===== src/rtl/act_buffer_ctrl_if.sv =====
// Host, array and buffer-side signals of the activation buffer ping/pong sequencer.
// The master side drives requests; the slave side (the controller) drives status and buffer controls.
interface act_buffer_ctrl_if #(
  parameter int ADDR_WIDTH = 7
);
  logic                  host_we;
  logic [ADDR_WIDTH-1:0] host_waddr;
  logic                  host_commit;
  logic [ADDR_WIDTH:0]   k_len;
  logic                  host_wr_ready;
  logic                  wr_overflow;
  logic                  commit_err;
  logic                  rd_req;
  logic                  rd_busy;
  logic                  a_valid;
  logic                  tile_done;
  logic [1:0]            bank_full;
  logic                  buf_we;
  logic [ADDR_WIDTH-1:0] buf_waddr;
  logic                  bank_sel_wr;
  logic                  buf_rd_en;
  logic [ADDR_WIDTH-1:0] k_idx;
  logic                  bank_sel_rd;

  modport master (
    output host_we, host_waddr, host_commit, k_len, rd_req,
    input  host_wr_ready, wr_overflow, commit_err, rd_busy, a_valid, tile_done,
           bank_full, buf_we, buf_waddr, bank_sel_wr, buf_rd_en, k_idx, bank_sel_rd
  );

  modport slave (
    input  host_we, host_waddr, host_commit, k_len, rd_req,
    output host_wr_ready, wr_overflow, commit_err, rd_busy, a_valid, tile_done,
           bank_full, buf_we, buf_waddr, bank_sel_wr, buf_rd_en, k_idx, bank_sel_rd
  );
endinterface


===== src/rtl/act_buffer_ctrl.sv =====
// Ping/pong sequencer for the double-buffered activation buffer: bank ownership,
// host write gating, and tile streaming with a_valid aligned to the 2-cycle read path.
module act_buffer_ctrl #(
  parameter int ADDR_WIDTH = 7
) (
  input  logic              clk,
  input  logic              rst_n,
  act_buffer_ctrl_if.slave  bus
);

  localparam logic [ADDR_WIDTH:0]   DEPTH    = {1'b1, {ADDR_WIDTH{1'b0}}};
  localparam logic [ADDR_WIDTH:0]   LEN_ZERO = {(ADDR_WIDTH+1){1'b0}};
  localparam logic [ADDR_WIDTH:0]   LEN_ONE  = {{ADDR_WIDTH{1'b0}}, 1'b1};
  localparam logic [ADDR_WIDTH-1:0] K_ZERO   = {ADDR_WIDTH{1'b0}};
  localparam logic [ADDR_WIDTH-1:0] K_ONE    = {{(ADDR_WIDTH-1){1'b0}}, 1'b1};

  typedef enum logic [1:0] {
    ST_IDLE   = 2'd0,
    ST_STREAM = 2'd1,
    ST_DRAIN  = 2'd2,
    ST_DONE   = 2'd3
  } rd_state_t;

  rd_state_t             state_r;
  rd_state_t             state_s;
  logic [1:0]            full_r;
  logic [1:0]            full_s;
  logic [ADDR_WIDTH:0]   len0_r;
  logic [ADDR_WIDTH:0]   len1_r;
  logic [ADDR_WIDTH:0]   len_rd_s;
  logic                  wr_bank_r;
  logic                  rd_bank_r;
  logic [ADDR_WIDTH-1:0] k_idx_r;
  logic [ADDR_WIDTH-1:0] k_idx_s;
  logic [1:0]            av_pipe_r;
  logic                  buf_rd_en_r;
  logic                  rd_busy_r;
  logic                  tile_done_r;
  logic                  wr_overflow_r;
  logic                  commit_err_r;
  logic                  klen_ok_s;
  logic                  commit_ok_s;
  logic                  release_s;
  logic                  last_elem_s;

  assign len_rd_s    = rd_bank_r ? len1_r : len0_r;
  assign klen_ok_s   = (bus.k_len != LEN_ZERO) && (bus.k_len <= DEPTH);
  assign commit_ok_s = bus.host_commit & ~full_r[wr_bank_r] & klen_ok_s;
  assign last_elem_s = ({1'b0, k_idx_r} == (len_rd_s - LEN_ONE));

  // A commit only ever sets an empty bank and a release only clears a full one,
  // so both can be applied in the same cycle without colliding.
  assign full_s[0] = (full_r[0] & ~(release_s & ~rd_bank_r)) | (commit_ok_s & ~wr_bank_r);
  assign full_s[1] = (full_r[1] & ~(release_s &  rd_bank_r)) | (commit_ok_s &  wr_bank_r);

  // Read FSM next-state and next read address.
  always_comb begin
    state_s   = state_r;
    k_idx_s   = K_ZERO;
    release_s = 1'b0;
    case (state_r)
      ST_IDLE: begin
        if (bus.rd_req && full_r[rd_bank_r]) begin
          state_s = ST_STREAM;
        end else begin
          state_s = ST_IDLE;
        end
      end
      ST_STREAM: begin
        if (last_elem_s) begin
          state_s = ST_DRAIN;
          k_idx_s = k_idx_r;
        end else begin
          state_s = ST_STREAM;
          k_idx_s = k_idx_r + K_ONE;
        end
      end
      ST_DRAIN: begin
        state_s = ST_DONE;
      end
      ST_DONE: begin
        state_s   = ST_IDLE;
        release_s = 1'b1;
      end
      default: begin
        state_s = ST_IDLE;
      end
    endcase
  end

  // Read FSM state, read address and read-side outputs decoded from the next state.
  always_ff @(posedge clk or negedge rst_n) begin
    if (!rst_n) begin
      state_r     <= ST_IDLE;
      k_idx_r     <= K_ZERO;
      av_pipe_r   <= 2'b00;
      buf_rd_en_r <= 1'b0;
      rd_busy_r   <= 1'b0;
      tile_done_r <= 1'b0;
    end else begin
      state_r     <= state_s;
      k_idx_r     <= k_idx_s;
      av_pipe_r   <= {av_pipe_r[0], (state_r == ST_STREAM)};
      buf_rd_en_r <= (state_s == ST_STREAM) || (state_s == ST_DRAIN);
      rd_busy_r   <= (state_s != ST_IDLE);
      tile_done_r <= (state_s == ST_DONE);
    end
  end

  // Bank ownership: full flags, tile lengths, fill/drain pointers and error pulses.
  always_ff @(posedge clk or negedge rst_n) begin
    if (!rst_n) begin
      full_r        <= 2'b00;
      len0_r        <= LEN_ZERO;
      len1_r        <= LEN_ZERO;
      wr_bank_r     <= 1'b0;
      rd_bank_r     <= 1'b0;
      wr_overflow_r <= 1'b0;
      commit_err_r  <= 1'b0;
    end else begin
      full_r        <= full_s;
      wr_overflow_r <= bus.host_we & full_r[wr_bank_r];
      commit_err_r  <= bus.host_commit & ~commit_ok_s;
      if (commit_ok_s) begin
        if (wr_bank_r) begin
          len1_r <= bus.k_len;
        end else begin
          len0_r <= bus.k_len;
        end
        wr_bank_r <= ~wr_bank_r;
      end
      if (release_s) begin
        rd_bank_r <= ~rd_bank_r;
      end
    end
  end

  assign bus.host_wr_ready = ~full_r[wr_bank_r];
  assign bus.buf_we        = bus.host_we & ~full_r[wr_bank_r];
  assign bus.buf_waddr     = bus.host_waddr;
  assign bus.bank_sel_wr   = wr_bank_r;
  assign bus.bank_sel_rd   = rd_bank_r;
  assign bus.bank_full     = full_r;
  assign bus.buf_rd_en     = buf_rd_en_r;
  assign bus.k_idx         = k_idx_r;
  assign bus.rd_busy       = rd_busy_r;
  assign bus.a_valid       = av_pipe_r[1];
  assign bus.tile_done     = tile_done_r;
  assign bus.wr_overflow   = wr_overflow_r;
  assign bus.commit_err    = commit_err_r;

endmodule


===== src/flat_wrapper.sv =====
// flat-port wrapper written by rule: the top's interface ports become plain ports
module act_buffer_ctrl_flat 
#(
  parameter int ADDR_WIDTH = 7
)
  (clk, rst_n, bus_host_we, bus_host_waddr, bus_host_commit, bus_k_len, bus_rd_req, bus_host_wr_ready, bus_wr_overflow, bus_commit_err, bus_rd_busy, bus_a_valid, bus_tile_done, bus_bank_full, bus_buf_we, bus_buf_waddr, bus_bank_sel_wr, bus_buf_rd_en, bus_k_idx, bus_bank_sel_rd);
  act_buffer_ctrl_if #(.ADDR_WIDTH(ADDR_WIDTH)) bus_i ();
  input  logic clk;
  input  logic rst_n;
  input wire logic [$bits(bus_i.host_we)-1:0] bus_host_we;
  input wire logic [$bits(bus_i.host_waddr)-1:0] bus_host_waddr;
  input wire logic [$bits(bus_i.host_commit)-1:0] bus_host_commit;
  input wire logic [$bits(bus_i.k_len)-1:0] bus_k_len;
  input wire logic [$bits(bus_i.rd_req)-1:0] bus_rd_req;
  output wire logic [$bits(bus_i.host_wr_ready)-1:0] bus_host_wr_ready;
  output wire logic [$bits(bus_i.wr_overflow)-1:0] bus_wr_overflow;
  output wire logic [$bits(bus_i.commit_err)-1:0] bus_commit_err;
  output wire logic [$bits(bus_i.rd_busy)-1:0] bus_rd_busy;
  output wire logic [$bits(bus_i.a_valid)-1:0] bus_a_valid;
  output wire logic [$bits(bus_i.tile_done)-1:0] bus_tile_done;
  output wire logic [$bits(bus_i.bank_full)-1:0] bus_bank_full;
  output wire logic [$bits(bus_i.buf_we)-1:0] bus_buf_we;
  output wire logic [$bits(bus_i.buf_waddr)-1:0] bus_buf_waddr;
  output wire logic [$bits(bus_i.bank_sel_wr)-1:0] bus_bank_sel_wr;
  output wire logic [$bits(bus_i.buf_rd_en)-1:0] bus_buf_rd_en;
  output wire logic [$bits(bus_i.k_idx)-1:0] bus_k_idx;
  output wire logic [$bits(bus_i.bank_sel_rd)-1:0] bus_bank_sel_rd;
  assign bus_i.host_we = bus_host_we;
  assign bus_i.host_waddr = bus_host_waddr;
  assign bus_i.host_commit = bus_host_commit;
  assign bus_i.k_len = bus_k_len;
  assign bus_i.rd_req = bus_rd_req;
  assign bus_host_wr_ready = bus_i.host_wr_ready;
  assign bus_wr_overflow = bus_i.wr_overflow;
  assign bus_commit_err = bus_i.commit_err;
  assign bus_rd_busy = bus_i.rd_busy;
  assign bus_a_valid = bus_i.a_valid;
  assign bus_tile_done = bus_i.tile_done;
  assign bus_bank_full = bus_i.bank_full;
  assign bus_buf_we = bus_i.buf_we;
  assign bus_buf_waddr = bus_i.buf_waddr;
  assign bus_bank_sel_wr = bus_i.bank_sel_wr;
  assign bus_buf_rd_en = bus_i.buf_rd_en;
  assign bus_k_idx = bus_i.k_idx;
  assign bus_bank_sel_rd = bus_i.bank_sel_rd;
  act_buffer_ctrl #(.ADDR_WIDTH(ADDR_WIDTH)) u_core (.clk(clk), .rst_n(rst_n), .bus(bus_i));
endmodule

===== config.mk =====
export PLATFORM = sky130hd
export DESIGN_NAME = act_buffer_ctrl_flat
export DESIGN_NICKNAME = d
export VERILOG_FILES = /design/src/rtl/act_buffer_ctrl_if.sv /design/src/rtl/act_buffer_ctrl.sv /design/src/flat_wrapper.sv
export SDC_FILE = /design/constraint.sdc
export NUM_CORES = 1
export LEC_CHECK = 0
export CAP_MARGIN = 40
export CORE_AREA = 4 4 76 64
export DETAILED_ROUTE_END_ITERATION = 6
export DIE_AREA = 0 0 80 68
export PLACE_DENSITY = 0.82
export SETUP_SLACK_MARGIN = 0.1
export SLEW_MARGIN = 10
export SYNTH_ARGS = -nofsm -noshare
export SYNTH_HDL_FRONTEND = slang
export SYNTH_SLANG_ARGS = --single-unit
export TNS_END_PERCENT = 5

===== constraint.sdc =====
create_clock -name clk -period 3.1 [get_ports clk]
set_input_delay 0.62 -clock clk [delete_from_list [all_inputs] [get_ports clk]]
set_output_delay 0.62 -clock clk [all_outputs]
set_load 0.005 [all_outputs]

==> reports/metrics.cfg <==
[run_status]
status = completed

[finish]
layout.cells.non_filler = 256
nNetsFinal = 221
syn2layout_area_growth_pct = 23.07
antennaDiodeCount = 0
final_common_cell = dfrtp_1
final_cell_mix = 36 x dfrtp_1, 31 x clkdlybuf4s50_1, 10 x mux2i_1, 10 x xnor2_1
finalInstanceArea_um2 = 2456
fin_util_pct = 59.92
drive_above_1_share_pct = 18.09

[timing]
fin_crit_sh_pct = 87.00
fin_crit_ns = 2.697
finalClockSkew_ns = 0.005867
maxSlewHeadroom_pct = 68.53
finalSetupViolations = 0
rsz0062_at_grt = no
finalHoldViolCount = 0
worst_pin_slew_ns = 0.4685
max_freq_ghz = 0.3708
drv_slew = 0
fin_tns_setup_ns = 0

[clocking]
cts_setup_buffers = 0
cts_tree = yes
h-tree-depth = 2
cts_buffers = 5
cts_num_sinks = 36
cts.path.max_buffers = 2
insertion_delay_ns = 0.28
clockRootBuffer = clkbuf_8
clk_pin_slew_worst_paths_ns = 0.07
post_cts_resized = 0
cts-hold-fix-buffers = 0

[synth]
synth_fp_nets = 189
synth.largest_area_cell = dfrtp_1
ys_seq_elements = 36
synth-main-ff-cell = dfrtp_1
ys_types = 46
ys_seq_area_share_pct = 45.14
synth_top_area_share_pct = 45.14
synth_top_cells_by_area = dfrtp_1 45%, mux2_4 6.0%, mux2i_1 5.0%
netlist_area_um2 = 1996
ys_warn_count = 0
async_flop_share_pct = 100.0
post_synth.cell_area_avg_um2 = 12.02
synthCells = 166
synth_enable_flop_cells = 0

[setup_path]
end_kind = flip-flop
path_delay_family = simple AND/OR/NAND/NOR gates
critPathSlowestCell = or4_1
worst-path-buf-inv = 2
worstPathRequired_ns = 3.27
worstPathMaxFanout = 9
path_class = in2reg
max_stage_delay_ns = 0.58
path_cells = clkdlybuf4s50_1 > or4_1 > nor4_2 > xnor2_1 > and3_4 > nor2b_1 > buf_4 > mux2_2
startpoint_type = input port
arrival_ns = 2.86

[routing]
m1WireLength_um = 1849
wl_per_cell_um = 14.69
routed-via-count = 1361
finalWirelength_um = 3760
top_layer = met4
initialDrtViolationCount = 41
met3_length_um = 190
wl_met2_um = 1687
drc_errors = 0
antenna_left = 0
via_per_inst = 5.316
dr.pass1.iters = 4

[global_route]
grt_pass1_wl_um = 6472
grt_start_max_net_pins = 37
groute.usage.overall_pct = 15.55
overflow = 0
antenna_found_initial = 0
grt_pass1_vias = 1380

[die]
die_x_um = 80
num_rows = 21
die_h_um = 68
start_util_pct = 48.69
ioPinCount = 46
core_um2 = 4099
die_area_um2 = 5440

[placement]
placed_area_um2 = 2330
place_inst = 248
numPortBuffers = 31
gp_congestion = 0.7985
hpwl_um = 2867

[power]
ir_worst_vdd_mv = 0.2527
leakagePower_nw = 1.039
p_total_uw = 947.8
p_per_area_nw_per_um2 = 385.9

[min_path]
timing.hold.worst.class = reg2reg

[job]
drv_cap = 0

==> synthesized netlist by cell type (5+ instances only) <==
library cell	count
a21oi_1	7
buf_4	7
dfrtp_1	36
mux2_1	6
mux2_4	8
mux2i_1	10
nand2_1	8
nor3_1	5
xnor2_1	10
xor2_1	5
==> flip-flops by register name, indices dropped and copies added (netlist names) <==
name / cells
u_core.av_pipe_r: 2
u_core.bus.bank_full: 2
u_core.bus.bank_sel_rd: 1
u_core.bus.bank_sel_wr: 1
u_core.bus.buf_rd_en: 1
u_core.bus.commit_err: 1
u_core.bus.k_idx: 7
u_core.bus.rd_busy: 1
u_core.bus.tile_done: 1
u_core.bus.wr_overflow: 1
u_core.len0_r: 8
u_core.len1_r: 8
u_core.state_r: 2
==> path summary, 6_finish.rpt <==
check                                        from  cells after the start  slack [ns]                    to
max in group asynchronous                   rst_n                      2        2.03      u_core.len0_r[1]
min in group asynchronous                   rst_n                      2        0.75      u_core.len1_r[1]
hold / removal                u_core.av_pipe_r[0]                      0        0.35   u_core.av_pipe_r[1]
setup / recovery                     bus_k_len[2]                      8        0.40      u_core.len0_r[2]
setup reg to reg           u_core.bus.bank_sel_rd                      8        0.47  u_core.bus.buf_rd_en
hold reg to reg               u_core.av_pipe_r[0]                      0        0.35   u_core.av_pipe_r[1]
==> stage by stage <==
step	hold WS [ns]	worst slack (ns)
6_report	0.3478	0.4030
5_1_grt	0.3638	0.3025
2_1_floorplan	0.3244	0.5415
4_1_cts	0.3516	0.4051
3_5_place_dp	0.3356	0.1003
3_3_place_gp	0.3311	0.1649
==> routing by layer <==
layer | global-route usage [%] | up-vias
li1 | - | 656
met1 | 20.12 | 667
met2 | 25.21 | 33
met3 | 4.474 | 5
met4 | 5.274 | 0
met5 | 0 | -
==> power breakdown <==
| group | switching [mW] | internal [mW] |
|---|---|---|
| Clock | 0.159 | 0.284 |
| Combinational | 0.0161 | 0.0184 |
| Sequential | 0.000292 | 0.471 |
==> final cells by class <==
| class | count | area [um^2] |
|---|---|---|
| multi-input cells | 115 | 987.2 |
| clock buffers | 7 | 96.34 |
| inverters | 2 | 7.507 |
| flip-flops and latches | 36 | 900.9 |
| repair buffers | 38 | 362.8 |
| fillers | 370 | 1643 |
| well taps | 57 | 71.32 |
| clock inverters | 1 | 30.03 |
==> cell families (layout without fill, tap and decap cells) <==
group	Yosys count	in the layout	share of synthesized area [%]
mux	28	28	16.68
simple gates	44	44	15.80
xor+xnor	15	15	6.583
fa+ha+maj	3	3	1.881
compound gates	25	25	8.526
flops	36	36	45.14
buf+inv	15	48	5.391
(Power assumes the default switching activity.)
